`src/rtl/imm_rot_encoder_pkg.sv`:
```
// Shared definitions for the rotated-immediate encoder.
// Holds the FSM state encoding and the field widths of the 12-bit shift
// operand {rotate_imm[3:0], imm8[7:0]}.
package imm_rot_encoder_pkg;

    localparam int VAL_W           = 32;
    localparam int ROT_W           = 4;
    localparam int IMM_W           = 8;
    localparam int SHIFT_OPERAND_W = ROT_W + IMM_W;  // 12
    localparam int NUM_ROT         = 1 << ROT_W;     // 16

    typedef enum logic [1:0] {
        S_IDLE   = 2'd0,
        S_SEARCH = 2'd1,
        S_RESULT = 2'd2
    } state_e;

endpackage

```
`src/rtl/imm_rot_check.sv`:
```
// Single-rotation test for the rotated-immediate encoder.
// Rotates value_i left by 2*rot_i. If the upper 24 bits of the result are
// zero, then value_i equals the low byte rotated right by 2*rot_i. In that
// case hit_o is high and imm8_o carries that byte.
// Ports:
//   value_i [31:0]  candidate constant
//   rot_i   [3:0]   rotation index r (rotate amount is 2*r)
//   hit_o           value_i is representable at this rotation
//   imm8_o  [7:0]   low byte of the rotated value
module imm_rot_check
    import imm_rot_encoder_pkg::*;
(
    input  logic [VAL_W-1:0] value_i,
    input  logic [ROT_W-1:0] rot_i,
    output logic             hit_o,
    output logic [IMM_W-1:0] imm8_o
);

    // Shifting the doubled word left gives a rotate-left in the upper half.
    logic [2*VAL_W-1:0] dbl;
    logic [VAL_W-1:0]   rotated;

    assign dbl     = {value_i, value_i} << {rot_i, 1'b0};
    assign rotated = dbl[2*VAL_W-1:VAL_W];
    assign hit_o   = (rotated[VAL_W-1:IMM_W] == '0);
    assign imm8_o  = rotated[IMM_W-1:0];

endmodule

```
`src/rtl/imm_rot_encoder.sv`:
```
// Rotated-immediate encoder. It searches for an imm8 and a rotate_imm such
// that value == imm8 ror (2*rotate_imm). The inverted value ~value is tried
// in the same pass as the MVN form. A plain hit beats an inverted hit. A
// lower rotation beats a higher one.
// Build option: IMM_ENC_FAST_EN tests all 16 rotations in one SEARCH cycle.
// Without it, the block tests one rotation per cycle, for r = 0..15.
// Ports:
//   clk, rst (sync, active-high)
//   start          request strobe; only sampled in IDLE
//   value [31:0]   constant to encode; latched on accepted start
//   busy           high in SEARCH and RESULT
//   done           one-cycle pulse in RESULT
//   encodable      an encoding was found
//   use_mvn        encoding applies to ~value
//   shift_operand  {rotate_imm[3:0], imm8[7:0]}
module imm_rot_encoder
    import imm_rot_encoder_pkg::*;
(
    input  logic                       clk,
    input  logic                       rst,
    input  logic                       start,
    input  logic [VAL_W-1:0]           value,
    output logic                       busy,
    output logic                       done,
    output logic                       encodable,
    output logic                       use_mvn,
    output logic [SHIFT_OPERAND_W-1:0] shift_operand
);

    state_e                     state_q, state_d;
    logic [VAL_W-1:0]           val_q, val_d;
    logic                       enc_q, enc_d;
    logic                       mvn_q, mvn_d;
    logic [SHIFT_OPERAND_W-1:0] sop_q, sop_d;

    // Search result for the current SEARCH cycle.
    logic                       f_hit;
    logic                       f_mvn;
    logic [SHIFT_OPERAND_W-1:0] f_sop;
    logic                       f_last;  // no further rotations to try

`ifdef IMM_ENC_FAST_EN
    logic [NUM_ROT-1:0]            p_hit, n_hit;
    logic [NUM_ROT-1:0][IMM_W-1:0] p_imm, n_imm;

    for (genvar g = 0; g < NUM_ROT; g++) begin : g_rot
        imm_rot_check u_plain (
            .value_i (val_q),
            .rot_i   (ROT_W'(g)),
            .hit_o   (p_hit[g]),
            .imm8_o  (p_imm[g])
        );
        imm_rot_check u_inv (
            .value_i (~val_q),
            .rot_i   (ROT_W'(g)),
            .hit_o   (n_hit[g]),
            .imm8_o  (n_imm[g])
        );
    end

    // Scan from the highest r down, so the lowest r is written last and
    // wins. Within one r, plain is written after inverted, so plain wins.
    always_comb begin
        f_hit  = 1'b0;
        f_mvn  = 1'b0;
        f_sop  = '0;
        f_last = 1'b1;
        for (int r = NUM_ROT - 1; r >= 0; r--) begin
            if (n_hit[r]) begin
                f_hit = 1'b1;
                f_mvn = 1'b1;
                f_sop = {ROT_W'(r), n_imm[r]};
            end
            if (p_hit[r]) begin
                f_hit = 1'b1;
                f_mvn = 1'b0;
                f_sop = {ROT_W'(r), p_imm[r]};
            end
        end
    end
`else
    logic [ROT_W-1:0] cnt_q, cnt_d;
    logic             p_hit, n_hit;
    logic [IMM_W-1:0] p_imm, n_imm;

    imm_rot_check u_plain (
        .value_i (val_q),
        .rot_i   (cnt_q),
        .hit_o   (p_hit),
        .imm8_o  (p_imm)
    );
    imm_rot_check u_inv (
        .value_i (~val_q),
        .rot_i   (cnt_q),
        .hit_o   (n_hit),
        .imm8_o  (n_imm)
    );

    assign f_hit  = p_hit | n_hit;
    assign f_mvn  = ~p_hit;
    assign f_sop  = {cnt_q, p_hit ? p_imm : n_imm};
    assign f_last = &cnt_q;

    always_ff @(posedge clk) begin
        if (rst) cnt_q <= '0;
        else     cnt_q <= cnt_d;
    end
`endif

    always_comb begin
        state_d = state_q;
        val_d   = val_q;
        enc_d   = enc_q;
        mvn_d   = mvn_q;
        sop_d   = sop_q;
`ifndef IMM_ENC_FAST_EN
        cnt_d   = cnt_q;
`endif
        case (state_q)
            S_IDLE: begin
                if (start) begin
                    val_d   = value;
`ifndef IMM_ENC_FAST_EN
                    cnt_d   = '0;
`endif
                    state_d = S_SEARCH;
                end
            end
            S_SEARCH: begin
                if (f_hit) begin
                    enc_d   = 1'b1;
                    mvn_d   = f_mvn;
                    sop_d   = f_sop;
                    state_d = S_RESULT;
                end else if (f_last) begin
                    enc_d   = 1'b0;
                    mvn_d   = 1'b0;
                    sop_d   = '0;
                    state_d = S_RESULT;
                end else begin
`ifndef IMM_ENC_FAST_EN
                    cnt_d   = cnt_q + 1'b1;
`endif
                end
            end
            S_RESULT: state_d = S_IDLE;  // start is ignored here
            default:  state_d = S_IDLE;
        endcase
    end

    always_ff @(posedge clk) begin
        if (rst) begin
            state_q <= S_IDLE;
            val_q   <= '0;
            enc_q   <= 1'b0;
            mvn_q   <= 1'b0;
            sop_q   <= '0;
        end else begin
            state_q <= state_d;
            val_q   <= val_d;
            enc_q   <= enc_d;
            mvn_q   <= mvn_d;
            sop_q   <= sop_d;
        end
    end

    assign busy          = (state_q != S_IDLE);
    assign done          = (state_q == S_RESULT);
    assign encodable     = enc_q;
    assign use_mvn       = mvn_q;
    assign shift_operand = sop_q;

endmodule

```
`config.mk`:
```
export PLATFORM = sky130hd
export DESIGN_NAME = imm_rot_encoder
export DESIGN_NICKNAME = d
export VERILOG_FILES = /design/src/rtl/imm_rot_encoder_pkg.sv /design/src/rtl/imm_rot_check.sv /design/src/rtl/imm_rot_encoder.sv
export SDC_FILE = /design/constraint.sdc
export NUM_CORES = 1
export LEC_CHECK = 0
export ABC_AREA = 0
export BUFFER_PORTS_ARGS = -buffer_cell sky130_fd_sc_hd__buf_2
export CORE_MARGIN = 3
export CORE_UTILIZATION = 55
export CTS_CLUSTER_DIAMETER = 50
export DETAILED_ROUTE_END_ITERATION = 16
export PLACE_DENSITY_LB_ADDON = 0.25
export SLEW_MARGIN = 20
export SYNTH_ARGS = -nofsm -noshare
export SYNTH_HDL_FRONTEND = slang
export SYNTH_HIERARCHICAL = 1
export SYNTH_SLANG_ARGS = --single-unit
```
`constraint.sdc`:
```
create_clock -name clk -period 3 [get_ports clk]
set_clock_uncertainty 0.1 [all_clocks]
set_input_delay 0.3 -clock clk [delete_from_list [all_inputs] [get_ports clk]]
set_output_delay 0.3 -clock clk [all_outputs]
set_load 0.02 [all_outputs]
```
Yosys cells after proc, flatten, opt, wreduce, memory -nomap -nowiden

Index checks and enable logic that the tools add are counted.

Flip-flop bits (word level): 52
Bits of input ports: 35
Output and inout bits: 16

Add/subtract/negate cells: 1
Equality and inequality tests: 6
Shifts and indexed selects: 2
Mux-type cells: 14
Bitwise gates (word level): 3
Reduce and logical (&&, ||, !) cells: 11

Operator list:

| operator              | count |
|---|---|
| $shl A64 B5 Y64       | 2 |
| $logic_not A24 Y1     | 2 |
| $not A32 Y32          | 1 |
| $mux W12              | 2 |
| $mux W4               | 3 |
| $mux W8               | 1 |
| $pmux W4 S2           | 1 |
| $reduce_and A4 Y1     | 2 |
| $mux W2               | 3 |
| $ne A2 B2 Y1 const B  | 3 |
| $reduce_and A2 Y1     | 3 |
| $reduce_bool A2 Y1    | 3 |
| $add A4 B1 Y4 const B | 1 |
| $pmux W2 S2           | 1 |
| $mux W1               | 3 |
| $ne A3 B3 Y1 const B  | 1 |
| $eq A2 B1 Y1 const B  | 1 |
| $eq A2 B2 Y1 const B  | 1 |
| $logic_not A2 Y1      | 1 |
| $not A1 Y1            | 1 |
| $or A1 B1 Y1          | 1 |

Longest topological paths before layout

Gate-level depths: netlist (run 1).

Depth after elaboration: 6
Gate-level depth with buffers: 13
Gate-level depth less buffers: 9

By module

Netlist (run 1), hierarchy kept.

Modules (own cells, without submodules):

| module          | times used | cells an instance | area an instance (um2) |
|---|---|---|---|
| imm_rot_check   | 2          | 186               | 1437.6 |
| imm_rot_encoder | 1          | 281               | 2207.1 |

Least setup slack after synthesis (run 1)

No wires, ideal clock.

Path kind: reg2reg
Start point: register cnt_q[2]
End point: register sop_q[0] (netlist: shift_operand[0])
Setup time: 58 ps
Data arrival time: 3054 ps
Slack: -213 ps
Cell stages (with the launch flop): 11
Buffers on the path: 2
Period minus slack after synthesis: 3213 ps
Path through: dfxtp_1 > buf_6 > mux2_4 > a2111oi_4 > o2111ai_1 > a311o_1 > a2111oi_2 > clkbuf_1 > nand2_1 > o2111ai_1 > o211a_1

Word-level cells in the longest chain between the ends: 5

RTL lines:

| what                                | line                   | text |
|---|---|---|
| start, declared                     | imm_rot_encoder.sv:82  | `logic [ROT_W-1:0] cnt_q, cnt_d;` |
| start signal, assigned              | imm_rot_encoder.sv:106 | `else cnt_q <= cnt_d;` |
| $shl A64 B5 Y64 *                   | imm_rot_check.sv:23    | `assign dbl = {value_i, value_i} << {rot_i, 1'b0};` |
| $logic_not A24 Y1 *                 | imm_rot_check.sv:25    | `assign hit_o = (rotated[VAL_W-1:IMM_W] == '0);` |
| via n_hit                           | imm_rot_encoder.sv:83  | `logic p_hit, n_hit;` |
| $or A1 B1 Y1 *                      | imm_rot_encoder.sv:99  | `assign f_hit = p_hit \| n_hit;` |
| $reduce_bool A2 Y1 (no source line) | --                     |  |
| $reduce_and A2 Y1 (no source line)  | --                     |  |
| end signal, assigned                | imm_rot_encoder.sv:163 | `sop_q <= sop_d;` |
| end, declared                       | imm_rot_encoder.sv:34  | `logic [SHIFT_OPERAND_W-1:0] sop_q, sop_d;` |

The timed path passes the listed nets; every way through them passes the cells marked *.
A chain may end at the register's enable or synchronous reset.

Worst setup path in the final report (run 1)

Start point: register cnt_q[1]
End point: register sop_q[6] (netlist: shift_operand[6])

Same word-level chain as after synthesis.

==> metrics.cfg, run 1 <==
[status]
status = complete, but fails checks
violations = negative setup slack

[global_routing]
grt.total_usage_pct = 38.1
antenna_found_initial = 0
grt_pass1_vias = 5729
overflow = 0
grt_pass1_wl_mm = 30.8
grt_max_degree = 46

[worst_setup_path]
critPathLaunchType = flop
regToRegSetupSlack_ns = -0.24
arrival_ns = 3.35
cp-end-kind = flop
slowest_delay_ns = 0.54
crit_family = compound AO/OA/AOI/OAI gates
r2r.worst_path.cells = 11
crit_type = reg -> reg
cp_num_buf_inv = 3
r2r-start = cnt_q[1]$_SDFFE_PP0P_
r2r-end = shift_operand[6]$_SDFFE_PP0P_
slowest_stage = mux4_2
worstPathMaxFanout = 8
worstPathRequired_ns = 3.11
critical_path.most_common_cell = buf_4
crit_chain = buf_4 -> mux4_2 -> nor2_2 -> nand4b_1 -> a211o_1 -> a2111oi_4 -> buf_4 -> a311o_1 -> buf_6 -> o2111ai_1 -> o211a_1

[synth]
ys_ff_latch = 52
ys_top_cells_by_area = dfxtp_1 (20%), mux2_2 (9.3%), mux4_2 (8.0%)
synth-edff-count = 0
synthDominantCellAreaShare_pct = 20.5
ys_types = 54
syn_avg_cell_area_sq_um = 7.78
post-synth-top-count-cell = nand2_1
synth_nets = 689
synth_commonest_cells = nand2_1 (90), a21oi_1 (73), dfxtp_1 (52)
syn_inst = 653
yosys.area.top_type = dfxtp_1
ys_async_sr_fraction_pct = 0
syn-cell-area_sq_um = 5080
yosys_warnings = 6
synth-main-ff-cell = dfxtp_1
ys_seq_area_share_pct = 20.5

[detailed_routing]
dr_wl_met2_mm = 9.01
wl_met1_mm = 7.82
highest_layer = met4
antenna_left = 0
wl_per_cell_microns = 21.6
num_vias = 6036
via_per_inst = 6.54
drtIter0Drc = 876
wirelength_mm = 19.9
wl_met3_mm = 2.01
route.detailed.drc = 0
dr.pass1.iters = 8

[clocking]
cts-root-buf = clkbuf_8
cts_buffers = 5
cts_max_level = 2
clk_latency_ns = 0.30
clk_pin_slew_worst_paths_ns = 0.10
cts_tree = done
clockBufferDepth = 2
clkSinkCount = 52

[power]
p_leak_uw = 0.00271
clkPwrFrac_pct = 23.2
ir_worst_vdd_v = 0.000293
internal_power_uw = 1330
power.share.combinational_pct = 39.9
p_seq_share_pct = 36.9
p_switching_uw = 754
powerDensity_nw_per_um2 = 304
switching_share_pct = 36.1

[cells_and_area]
antenna_cells = 0
nets = 850
drive_above_1_share_pct = 39.5
final-seq-area_sq_um = 1050
fin_area_sq_um = 6860
multiInputGateArea_sq_um = 3840
num-fill-cells = 689
area_growth_pct = 35.0

[die]
rows = 34
die_width_microns = 102
core_area_sq_um = 8850
fp.dieH_microns = 102
dieArea_sq_um = 10400
start_util_pct = 57.4
io_pins = 51

[min_path]
hold_class = in -> reg
holdPathStages = 3
hold_end = val_q[3]$_SDFFE_PP0P_
min_from = value[3]

[placed_design]
dpl_cell_area_sq_um = 6220
place_congestion = 1.06
pre_cts_ws_ns = -0.233
portBuffers = 50
dp_hpwl_mm = 14.4

[flow_run]
maxCapViolCount = 0

[sta]
rsz0062_at_grt = yes
relSlewSlack_pct = 45.2
final.setup.worst_slack_ns = -0.239
period_share_pct = 108
max_slew.worst_pin.slew_ns = 0.822
finalHoldViolations = 0
min_period_ns = 3.24
finalSetupViolCount = 19
fmax_mhz = 309
maxSlewViolCount = 0

## final cells by class
| cell class | count | share of cell area [%] |
|---|---|---|
| tap | 108 | 1.97 |
| clock buffer | 7 | 1.57 |
| inverter | 38 | 2.23 |
| clock inverter | 1 | 0.128 |
| timing repair buffer | 208 | 22.8 |
| multi-input combinational | 509 | 56.0 |
| sequential | 52 | 15.3 |
## worst reg2reg max path: stages (launching register included)
cell and delay [ns]:
dfxtp_4 0.43, buf_4 0.16, mux4_2 0.54, nor2_2 0.16, nand4b_1 0.15, a211o_1 0.33
a2111oi_4 0.43, buf_4 0.18, a311o_1 0.20, buf_6 0.17, o2111ai_1 0.15, o211a_1 0.16
## power by group through the flow
stage               Sequential (uW)  Combinational [uW]  Clock [uW]
CTS                             765                 778         483
floorplan                       786                 429           0
global route                    771                 886         518
global placement                783                 722           0
finish                          770                 833         485
detailed placement              783                 736           0
## worst max-delay path by stage
stage / startpoint / slack [ns] / cells after the start / end
2_1_floorplan: cnt_q[1]$_SDFFE_PP0P_ / 0.01 / 11 / shift_operand[0]$_SDFFE_PP0P_
3_3_place_gp: cnt_q[2]$_SDFFE_PP0P_ / -0.16 / 11 / shift_operand[7]$_SDFFE_PP0P_
3_5_place_dp: cnt_q[2]$_SDFFE_PP0P_ / -0.23 / 11 / shift_operand[7]$_SDFFE_PP0P_
4_1_cts: cnt_q[2]$_SDFFE_PP0P_ / -0.07 / 12 / shift_operand[4]$_SDFFE_PP0P_
5_1_grt: cnt_q[1]$_SDFFE_PP0P_ / -0.29 / 11 / shift_operand[3]$_SDFFE_PP0P_
6_report: cnt_q[1]$_SDFFE_PP0P_ / -0.24 / 11 / shift_operand[6]$_SDFFE_PP0P_
## timing repair
action / CTS / global route
setup buffers: 23 / 9
hold endpoints to repair: 0 / 0
endpoints found under the setup margin: 19 / 19
cloned: 1 / 1
pin swaps: 8 / 12
hold buffers: 0 / 0
resized for setup: 37 / 28
## layer usage
metal	global-route usage [%]	vias to the layer above
met5	0	-
li1	-	2740
met3	7.24	103
met2	60.8	380
met4	16.0	0
met1	50.7	2813
## kinds of logic after synthesis
family / count (synthesis) / synth area share [%]
fa+ha+maj: 1 / 0.246
simple gates: 224 / 20.5
flops: 52 / 20.5
compound gates: 183 / 24.8
buf+inv: 92 / 8.35
mux: 101 / 25.6
## cell usage in the layout (no fill, tap or decap), types with 6 or more instances in the layout
master    instances
a211oi_1         12
buf_4           141
buf_6             9
inv_1            33
o211a_1           9
nor3_1           30
nor4_1           10
clkbuf_8          6
nand2b_1          7
nor2_1           46
a21oi_1          73
mux2i_2           6
buf_12            6
dfxtp_1          48
a31oi_1           7
mux4_2           18
mux2_4           11
o21ai_0          29
mux2_2           34
nand3_1           6
nor2b_1           8
buf_2            51
mux2i_1          29
nand2_1          90
## flip-flops by register name, indices dropped and copies added, names as in the netlist
signal	count
use_mvn	1
cnt_q	4
state_q	2
val_q	32
encodable	1
shift_operand	12
## stage by stage
step                total power (uW)  hold slack, ns  TNS (ns)  std cells  utilization (%)
finish                          2090           0.121     -3.03        923             77.5
global route                    2170           0.122     -4.36        923             77.5
CTS                             2030           0.120    -0.541        913             75.4
detailed placement              1520           0.366     -2.86        882             70.3
global placement                1500           0.359     -1.55        882             70.3
floorplan                       1220           0.336         0        653                -
(Power assumes the default switching activity.)
==> run 2: changes to the inputs <==
Settings changed: CORE_UTILIZATION 55 to 60.
Clock period 3 ns to 3.58 ns, I/O delays scaled along.
==> run 2 against run 1 <==
  * Wire length is 11% lower
  * Global-route usage is 2.6 points lower
  * Non-clock buffer count is 97 lower
  * Worst hold slack better by 0.051 ns
  * Final cell count is 11% lower
  * First-iteration DRC count is 17% lower
  * Utilization is 4.5 points lower
  * Critical path depth stayed put
  * Largest power group is now sequential cells
  * The run now ends clean
==> metrics.cfg, run 2 (synthesis results as in run 1) <==
[status]
status = completed

[cells_and_area]
layout_common_cells = nand2_1 (90), a21oi_1 (73), buf_4 (56), buf_2 (50)
num-fill-cells = 648
regMostFlops = val_q
fin_util_pct = 73.0
final_common_cell = nand2_1
largest_register_ff_count = 32
nets = 753
antenna_cells = 0
drive_above_1_share_pct = 27.9
area_growth_pct = 14.5

[clocking]
cts_tree = done
clkSinkCount = 52
clockBufferDepth = 2
cts_buffers = 5
cts_max_level = 2
cts-root-buf = clkbuf_8
clk_pin_slew_worst_paths_ns = 0.10
clk_latency_ns = 0.31

[detailed_routing]
wirelength_mm = 17.8
route.detailed.drc = 0
num_vias = 5615
dr.pass1.iters = 5
drtIter0Drc = 731
via_per_inst = 6.85
wl_per_cell_microns = 21.7
antenna_left = 0

[worst_setup_path]
r2r.worst_path.cells = 11
worstPathMaxFanout = 15
arrival_ns = 3.49
r2r-start = cnt_q[2]$_SDFFE_PP0P_
r2r-end = cnt_q[2]$_SDFFE_PP0P_
crit_type = reg -> reg
worstPathRequired_ns = 3.69
cp-end-kind = flop
critPathLaunchType = flop
regToRegSetupSlack_ns = 0.20

[global_routing]
grt_pass1_wl_mm = 27.8
grt_pass1_vias = 5302
grt.total_usage_pct = 35.6
overflow = 0
antenna_found_initial = 0
grt_max_degree = 49

[die]
rows = 32
dieArea_sq_um = 9610
fp.dieH_microns = 98.0
start_util_pct = 63.8
core_area_sq_um = 7970
die_width_microns = 98.0
io_pins = 51

[sta]
min_period_ns = 3.38
fmax_mhz = 296
maxSlewViolCount = 0
relSlewSlack_pct = 47.5
rsz0062_at_grt = no
finalSetupViolCount = 0
period_share_pct = 94.4
max_slew.worst_pin.slew_ns = 0.787
fin_tns_setup_ns = 0
finalHoldViolations = 0

[power]
powerDensity_nw_per_um2 = 268
ir_worst_vdd_v = 0.000259
power.share.combinational_pct = 35.4
p_switching_uw = 594
total_power_uw = 1560
switching_share_pct = 38.0
p_leak_uw = 0.00217
p_seq_share_pct = 42.4
internal_power_uw = 967
clkPwrFrac_pct = 22.3

[min_path]
holdPathStages = 3
min_from = value[28]
hold_end = val_q[28]$_SDFFE_PP0P_
hold_class = in -> reg

[placed_design]
portBuffers = 50
place_congestion = 1.10
dp_hpwl_mm = 13.0

[flow_run]
maxCapViolCount = 0

## run 2: changes by cell type in the layout (fill, tap and decap cells not counted), sizes merged
cell / previous run / this run
buf: 208 / 111
clkinvlp: 0 / 1
clkbuf: 7 / 6
## run 2: worst max-delay path by stage
stage,startpoint,to,cells after the start
floorplan,cnt_q[2]$_SDFFE_PP0P_,shift_operand[0]$_SDFFE_PP0P_,10
global placement,cnt_q[2]$_SDFFE_PP0P_,state_q[0]$_SDFFE_PP0P_,11
detailed placement,cnt_q[2]$_SDFFE_PP0P_,state_q[0]$_SDFFE_PP0P_,11
CTS,cnt_q[2]$_SDFFE_PP0P_,state_q[0]$_SDFFE_PP0P_,11
global route,cnt_q[1]$_SDFFE_PP0P_,cnt_q[2]$_SDFFE_PP0P_,11
finish,cnt_q[2]$_SDFFE_PP0P_,cnt_q[2]$_SDFFE_PP0P_,11
## run 2: critical path, stage by stage, from the launching register on
cell and delay [ns]:
dfxtp_4 0.44, buf_4 0.19, mux2_4 0.35, a2111oi_4 0.34, o2111ai_1 0.17, a311o_1 0.31, a2111oi_2 0.39, buf_4 0.28
a311o_1 0.17, buf_4 0.14, o21ai_0 0.13, a211oi_1 0.27
## run 2: power by group through the flow
stage / combinational, uW / clock (uW) / sequential [uW]
after CTS: 526 / 346 / 659
final: 552 / 347 / 661
after global routing: 594 / 367 / 662
after floorplan: 354 / 0 / 659
after global placement: 515 / 0 / 672
after detailed placement: 522 / 0 / 672
## run 2: layer usage
layer / GRT usage [%] / part of all wire [%] / routed length, microns / vias to the layer above
li1: - / - / - / 2546
met1: 47.8 / 39 / 6860 / 2569
met2: 54.4 / 44 / 7760 / 412
met3: 6.36 / 12 / 2080 / 88
met4: 18.8 / 6.2 / 1100 / 0
met5: 0 / 0 / 0 / -
## run 2: timing repair
| action | 4_1_cts | 5_1_grt |
|---|---|---|
| setup buffers | 0 | 11 |
| resized for setup | 0 | 3 |
| hold buffers | 0 | 0 |
| setup endpoints to repair | 0 | 16 |
## run 2: cell type report
type	instances	area (sq um)	area share [%]
Clock buffer	6	72.6	1.25
Clock inverter	2	16.3	0.280
Inverter	38	143	2.45
Multi-Input combinational cell	509	3640	62.5
Sequential cell	52	1050	18.1
Tap cell	102	128	2.19
Timing Repair Buffer	111	769	13.2
## run 2: per-stage QoR
step	instance area, sq um	std cells	worst slack (ns)	hold slack (ns)
after floorplan	5080	653	0.367	0.368
after global placement	5600	801	0.163	0.362
after detailed placement	5600	801	0.0628	0.367
after CTS	5690	809	0.0386	0.175
after global routing	5820	820	0.0499	0.185
final	5820	820	0.202	0.172
